$ cat config.mk
export PLATFORM = sky130hd
export DESIGN_NAME = pipe_hazard_ctrl
export DESIGN_NICKNAME = d
export VERILOG_FILES = /design/src/rtl/pipe_hazard_ctrl.sv
export SDC_FILE = /design/constraint.sdc
export NUM_CORES = 1
export LEC_CHECK = 0
export ABC_AREA = 1
export CAP_MARGIN = 20
export CELL_PAD_IN_SITES_DETAIL_PLACEMENT = 1
export CELL_PAD_IN_SITES_GLOBAL_PLACEMENT = 1
export CORE_MARGIN = 3
export CORE_UTILIZATION = 39
export CTS_CLUSTER_DIAMETER = 120
export DETAILED_ROUTE_END_ITERATION = 7
export PLACE_DENSITY_LB_ADDON = 0.1
export REMOVE_ABC_BUFFERS = 1
export SLEW_MARGIN = 20
export SYNTH_ARGS = -nofsm -noshare
export SYNTH_HDL_FRONTEND = slang
export SYNTH_SLANG_ARGS = --single-unit
$ cat constraint.sdc
create_clock -name clk -period 4.3 [get_ports clk]
set_input_delay 0.43 -clock clk [delete_from_list [all_inputs] [get_ports clk]]
set_output_delay 0.43 -clock clk [all_outputs]
set_load 0.05 [all_outputs]
$ cat src/rtl/pipe_hazard_ctrl.sv
// Central stall/flush/switch generator for the 5-stage pipeline.
// Priority: trap redirect, memory wait, load-use bubble, taken-jump flush.
module pipe_hazard_ctrl #(
    parameter int CNT_W  = 32,
    parameter int REG_AW = 5
) (
    input  logic              clk,
    input  logic              rst,
    input  logic [REG_AW-1:0] ID_rs1_addr,
    input  logic [REG_AW-1:0] ID_rs2_addr,
    input  logic              ID_use_rs1,
    input  logic              ID_use_rs2,
    input  logic [REG_AW-1:0] EX_rd_addr,
    input  logic              EX_mem_read,
    input  logic              EX_valid,
    input  logic              EX_jump,
    input  logic              imem_busy,
    input  logic              dmem_busy,
    input  logic              trap_req,
    output logic              pc_halt,
    output logic              if_id_halt,
    output logic              if_id_flush,
    output logic              id_ex_halt,
    output logic              id_ex_flush,
    output logic              ex_mem_halt,
    output logic              ex_mem_flush,
    output logic              switch,
    output logic              pc_redirect_trap,
    output logic              pc_redirect_jump,
    output logic [CNT_W-1:0]  stall_cnt,
    output logic [CNT_W-1:0]  flush_cnt
);

    typedef enum logic [1:0] {RUN, DRAIN, SWITCH} state_t;

    state_t state, state_nxt;
    logic   pending, pending_nxt;
    logic   load_use;
    logic   any_flush;

    assign load_use = EX_valid && EX_mem_read && (EX_rd_addr != '0) &&
                      ((ID_use_rs1 && (ID_rs1_addr == EX_rd_addr)) ||
                       (ID_use_rs2 && (ID_rs2_addr == EX_rd_addr)));

    always_ff @(posedge clk or posedge rst) begin
        if (rst) begin
            state   <= RUN;
            pending <= 1'b0;
        end else begin
            // NOTE: sequential state uses non-blocking assignments so every flop samples pre-edge values.
            state   <= state_nxt;
            pending <= pending_nxt;
        end
    end

    always_comb begin
        // NOTE: every output gets a default first so no path through the case infers a latch.
        state_nxt        = state;
        pending_nxt      = pending;
        pc_halt          = 1'b0;
        if_id_halt       = 1'b0;
        if_id_flush      = 1'b0;
        id_ex_halt       = 1'b0;
        id_ex_flush      = 1'b0;
        ex_mem_halt      = 1'b0;
        ex_mem_flush     = 1'b0;
        switch           = 1'b0;
        pc_redirect_trap = 1'b0;
        pc_redirect_jump = 1'b0;

        unique case (state)
            RUN: begin
                if (trap_req && dmem_busy) begin
                    state_nxt   = DRAIN;
                    pending_nxt = 1'b1;
                    pc_halt     = 1'b1;
                    if_id_halt  = 1'b1;
                    id_ex_halt  = 1'b1;
                    ex_mem_halt = 1'b1;
                end else if (trap_req) begin
                    state_nxt = SWITCH;
                end else if (imem_busy || dmem_busy) begin
                    pc_halt     = 1'b1;
                    if_id_halt  = 1'b1;
                    id_ex_halt  = 1'b1;
                    ex_mem_halt = 1'b1;
                end else if (load_use) begin
                    pc_halt     = 1'b1;
                    if_id_halt  = 1'b1;
                    id_ex_flush = 1'b1;
                end else if (EX_jump) begin
                    if_id_flush      = 1'b1;
                    id_ex_flush      = 1'b1;
                    pc_redirect_jump = 1'b1;
                end
            end
            DRAIN: begin
                // Hold everything until the outstanding data access retires.
                pc_halt     = 1'b1;
                if_id_halt  = 1'b1;
                id_ex_halt  = 1'b1;
                ex_mem_halt = 1'b1;
                if (!dmem_busy) state_nxt = pending ? SWITCH : RUN;
            end
            SWITCH: begin
                switch           = 1'b1;
                pc_redirect_trap = 1'b1;
                state_nxt        = RUN;
                pending_nxt      = 1'b0;
            end
            default: begin
                state_nxt   = RUN;
                pending_nxt = 1'b0;
            end
        endcase

        // Reset forces every pipeline register to clear, independent of the clock.
        if (rst) begin
            pc_halt          = 1'b0;
            if_id_halt       = 1'b0;
            id_ex_halt       = 1'b0;
            ex_mem_halt      = 1'b0;
            if_id_flush      = 1'b1;
            id_ex_flush      = 1'b1;
            ex_mem_flush     = 1'b1;
            switch           = 1'b0;
            pc_redirect_trap = 1'b0;
            pc_redirect_jump = 1'b0;
        end
    end

    assign any_flush = if_id_flush || id_ex_flush || ex_mem_flush || switch;

    always_ff @(posedge clk or posedge rst) begin
        if (rst) begin
            stall_cnt <= '0;
            flush_cnt <= '0;
        end else begin
            if (pc_halt && (stall_cnt != '1))   stall_cnt <= stall_cnt + 1'b1;
            if (any_flush && (flush_cnt != '1)) flush_cnt <= flush_cnt + 1'b1;
        end
    end

endmodule

==> results.txt <==
----------------------------------------------------
[Outcome]
  Run status ... finished clean

[Min path]
  Class of the tightest hold or removal check ... flop to flop

[Clocking]
  Cells resized by post-CTS repair ... 0
  Clock tree root driver cell ... sky130_fd_sc_hd__clkbuf_16
  Clock buffer count from CTS ... 9
  Number of buffers between clock root and the deepest sink ... 2
  Clock H-tree levels ... 3
  # hold bufs at CTS ... 0
  Clock Latency Late Sink ... 0.34 ns
  Buffers inserted during post-CTS setup optimization ... 0
  Clk slew on worst S/H paths ... 0.06 ns
  Clock net sink count ... 67
  CTS tree ... built

[GRT]
  Aggregate global routing overflow ... 0
  Number of global-route vias before repair ... 5049
  Global-route wire length before repair ... 24.5 mm
  Overall global routing resource usage ... 23.2%
  Largest net degree at the start of global routing ... 68
  Initial antenna violation count ... 0

[STA]
  Maximum achievable frequency ... 329 MHz
  Final worst setup slack ... 1.26 ns
  Setup TNS ... 0 ns
  Final count of pins violating max slew ... 0
  Post-route clock period utilization ... 70.7%
  Final clock skew ... 0.00784 ns
  Hold violation count in the final report ... 0
  Clock period minus worst slack ... 3.04 ns
  Slew Limit Headroom ... 41.0%
  Hold Slack ... 0.538 ns
  RSZ-0062 raised after global routing ... false
  Total setup violations reported at the end of the flow ... 0
  Worst-margin pin slew ... 0.885 ns

[Job]
  Max-cap violations ... 0

[Yosys]
  YS warnings ... 0
  Area fraction of the dominant cell type after synthesis ... 36.0%
  Number of distinct library cells after synthesis ... 29
  Seq/Total Area, Yosys ... 36.0%
  Number of synthesized register bits ... 67
  Post-synth design cell area ... 4660 sq um
  Synth area leader ... sky130_fd_sc_hd__dfrtp_1
  Post-Syn Area per Cell ... 6.76 sq um
  Gate count after technology mapping ... 689
  Area contributors post-synth ... sky130_fd_sc_hd__dfrtp_1, sky130_fd_sc_hd__nand2_1, sky130_fd_sc_hd__nand3_1, sky130_fd_sc_hd__nor2_1, sky130_fd_sc_hd__xor2_1

[Placed design]
  Pre-CTS WS ... 1.22 ns
  Number of placed instances, taps included ... 911
  Post-DP HPWL ... 10.8 mm
  Quantity of I/O buffers inserted on ports ... 98
  RePlAce Congestion ... 0.871

[Setup path]
  Critical Path Source Type ... primary input
  Category of the critical setup timing path ... primary input to output pin
  Required arrival time at the worst endpoint ... 3.87 ns
  Signal arrival time at the worst endpoint ... 2.61 ns
  Element type at the critical path end ... output pin
  Worst Path Max Fanout ... 4

[Routing]
  First-pass iteration count of the detailed router ... 4
  Remaining antenna violation count after routing ... 0
  Violation count after the first detailed-routing iteration ... 199
  Total wire length ... 14.5 mm
  Via count ... 4696
  WL per Instance ... 15.7 um
  Drt drc ... 0
  Via density ... 5.08

[Power]
  Cell area power density ... 367 nW/um^2
  Tot Pwr ... 0.00218 W
  Leakage Power ... 2.73 nW
  Worst voltage drop across the vdd grid ... 0.390 mV

[Final layout]
  Post-layout net count ... 806
  Proportion of layout cells with a drive suffix above 1 ... 3.84%
  Count of inserted antenna diode cells ... 0
  Fillcell total ... 1521
  Count of placed standard cells in the final layout, fillers left out ... 925
  Area growth from synthesis to layout ... 27.8%

[Die]
  Top Ports ... 99
  Effective utilization at floorplan ... 40.3%
  Area of the die ... 13300 sq um
  Horizontal die dimension ... 115 um
  Cell Rows ... 39
  Vertical extent of the die ... 115 um
  Core outline area ... 11600 sq um

----------------------------------------------------
==> worst paths after layout <==
check	from	endpoint	slack [ns]	cells past startpoint
setup / recovery	EX_rd_addr[1]	pc_halt	1.26	10
hold / removal	pending	state[1]	0.54	2
setup reg to reg	flush_cnt[0]	flush_cnt[13]	1.53	11
hold reg to reg	pending	state[1]	0.54	2
max in group asynchronous	rst	flush_cnt[20]	2.85	3
min in group asynchronous	rst	stall_cnt[4]	0.87	3
==> metal layers <==
metal  GRT usage (%)  vias up  part of all wire (%)
met3            4.89       31                   3.1
met2            42.2       91                    52
met4            7.75        0                   2.4
met1            27.0     2231                    42
li1                -     2343                     -
met5               0        -                     0
==> registers in the layout, summed over array words and instances, names as in the netlist <==
name / flops
pending: 1
state: 2
flush_cnt: 32
stall_cnt: 32
==> kinds of logic (layout without fill, tap and decap cells) <==
| logic type | after synthesis | after routing | synth area share, % |
|---|---|---|---|
| and+or+nand+nor | 478 | 478 | 43.7 |
| xor gates and xnor gates | 58 | 58 | 10.9 |
| adders and majority gates | 2 | 2 | 0.537 |
| buffers and inverters | 72 | 165 | 7.42 |
| DFF | 67 | 67 | 36.0 |
| AOI/OAI and AO/OA | 12 | 12 | 1.42 |
==> layout make-up <==
type | instances | area, sq um | area share (%)
flip-flops and latches | 67 | 1680 | 28.2
inverters | 50 | 188 | 3.15
well taps | 143 | 179 | 3.01
clock inverters | 2 | 12.5 | 0.210
repair buffers | 101 | 1000 | 16.9
multi-input cells | 550 | 2630 | 44.3
clock buffers | 12 | 256 | 4.31
==> stage by stage <==
| stage | utilization (%) | instance area (sq um) |
|---|---|---|
| 3_5_place_dp | 49.1 | 5680 |
| 3_3_place_gp | 49.1 | 5680 |
| 4_1_cts | 51.4 | 5950 |
| 5_1_grt | 51.4 | 5950 |
| 6_report | 51.4 | 5950 |
| 2_1_floorplan | - | 4500 |
==> synth_stat cells <==
master / n
sky130_fd_sc_hd__xnor2_1: 22
sky130_fd_sc_hd__a21oi_1: 1
sky130_fd_sc_hd__nand3_2: 2
sky130_fd_sc_hd__o21a_1: 1
sky130_fd_sc_hd__nand3b_1: 1
sky130_fd_sc_hd__buf_2: 12
sky130_fd_sc_hd__o21ai_0: 8
sky130_fd_sc_hd__buf_4: 4
sky130_fd_sc_hd__nand2_2: 2
sky130_fd_sc_hd__inv_2: 2
sky130_fd_sc_hd__xor2_1: 36
sky130_fd_sc_hd__nor4_4: 1
sky130_fd_sc_hd__nand2_4: 1
sky130_fd_sc_hd__buf_6: 6
sky130_fd_sc_hd__nor3b_1: 2
sky130_fd_sc_hd__dfrtp_1: 67
sky130_fd_sc_hd__nand2_1: 272
sky130_fd_sc_hd__nor2_4: 2
sky130_fd_sc_hd__nor2_1: 84
sky130_fd_sc_hd__nand4_1: 9
sky130_fd_sc_hd__nand3_4: 1
sky130_fd_sc_hd__nor4_2: 1
sky130_fd_sc_hd__o22ai_1: 1
sky130_fd_sc_hd__ha_1: 2
sky130_fd_sc_hd__inv_1: 48
sky130_fd_sc_hd__nand3_1: 72
sky130_fd_sc_hd__a211oi_1: 1
sky130_fd_sc_hd__nor3_1: 27
sky130_fd_sc_hd__nor2_2: 1
==> cells in the final DEF (no fill, tap or decap), types with 3 or more instances in the layout <==
cell type / instances
sky130_fd_sc_hd__dfrtp_1: 67
sky130_fd_sc_hd__buf_4: 3
sky130_fd_sc_hd__clkdlybuf4s50_1: 98
sky130_fd_sc_hd__xnor2_1: 22
sky130_fd_sc_hd__nand3_1: 72
sky130_fd_sc_hd__inv_2: 3
sky130_fd_sc_hd__clkbuf_16: 9
sky130_fd_sc_hd__nand4_1: 9
sky130_fd_sc_hd__o21ai_0: 8
sky130_fd_sc_hd__xor2_1: 36
sky130_fd_sc_hd__nand2_1: 272
sky130_fd_sc_hd__inv_1: 47
sky130_fd_sc_hd__nor2_1: 84
sky130_fd_sc_hd__nor3_1: 27
==> report_power, final <==
group,internal (W),switching [W],total [W]
sequential,0.000687,0.0000856,0.000773
combinational,0.000222,0.000502,0.000724
clock,0.000414,0.000273,0.000687
==> critical path, stage by stage <==
cell	delay (ns)
sky130_fd_sc_hd__clkdlybuf4s50_1	0.54
sky130_fd_sc_hd__inv_1	0.09
sky130_fd_sc_hd__nand2_1	0.06
sky130_fd_sc_hd__nand2_1	0.05
sky130_fd_sc_hd__nor2_1	0.11
sky130_fd_sc_hd__nand3_1	0.09
sky130_fd_sc_hd__nand2_1	0.13
sky130_fd_sc_hd__nand3_1	0.09
sky130_fd_sc_hd__nand2_1	0.18
sky130_fd_sc_hd__clkdlybuf4s50_1	0.84
No activity file was read; power rests on OpenSTA's default activity.
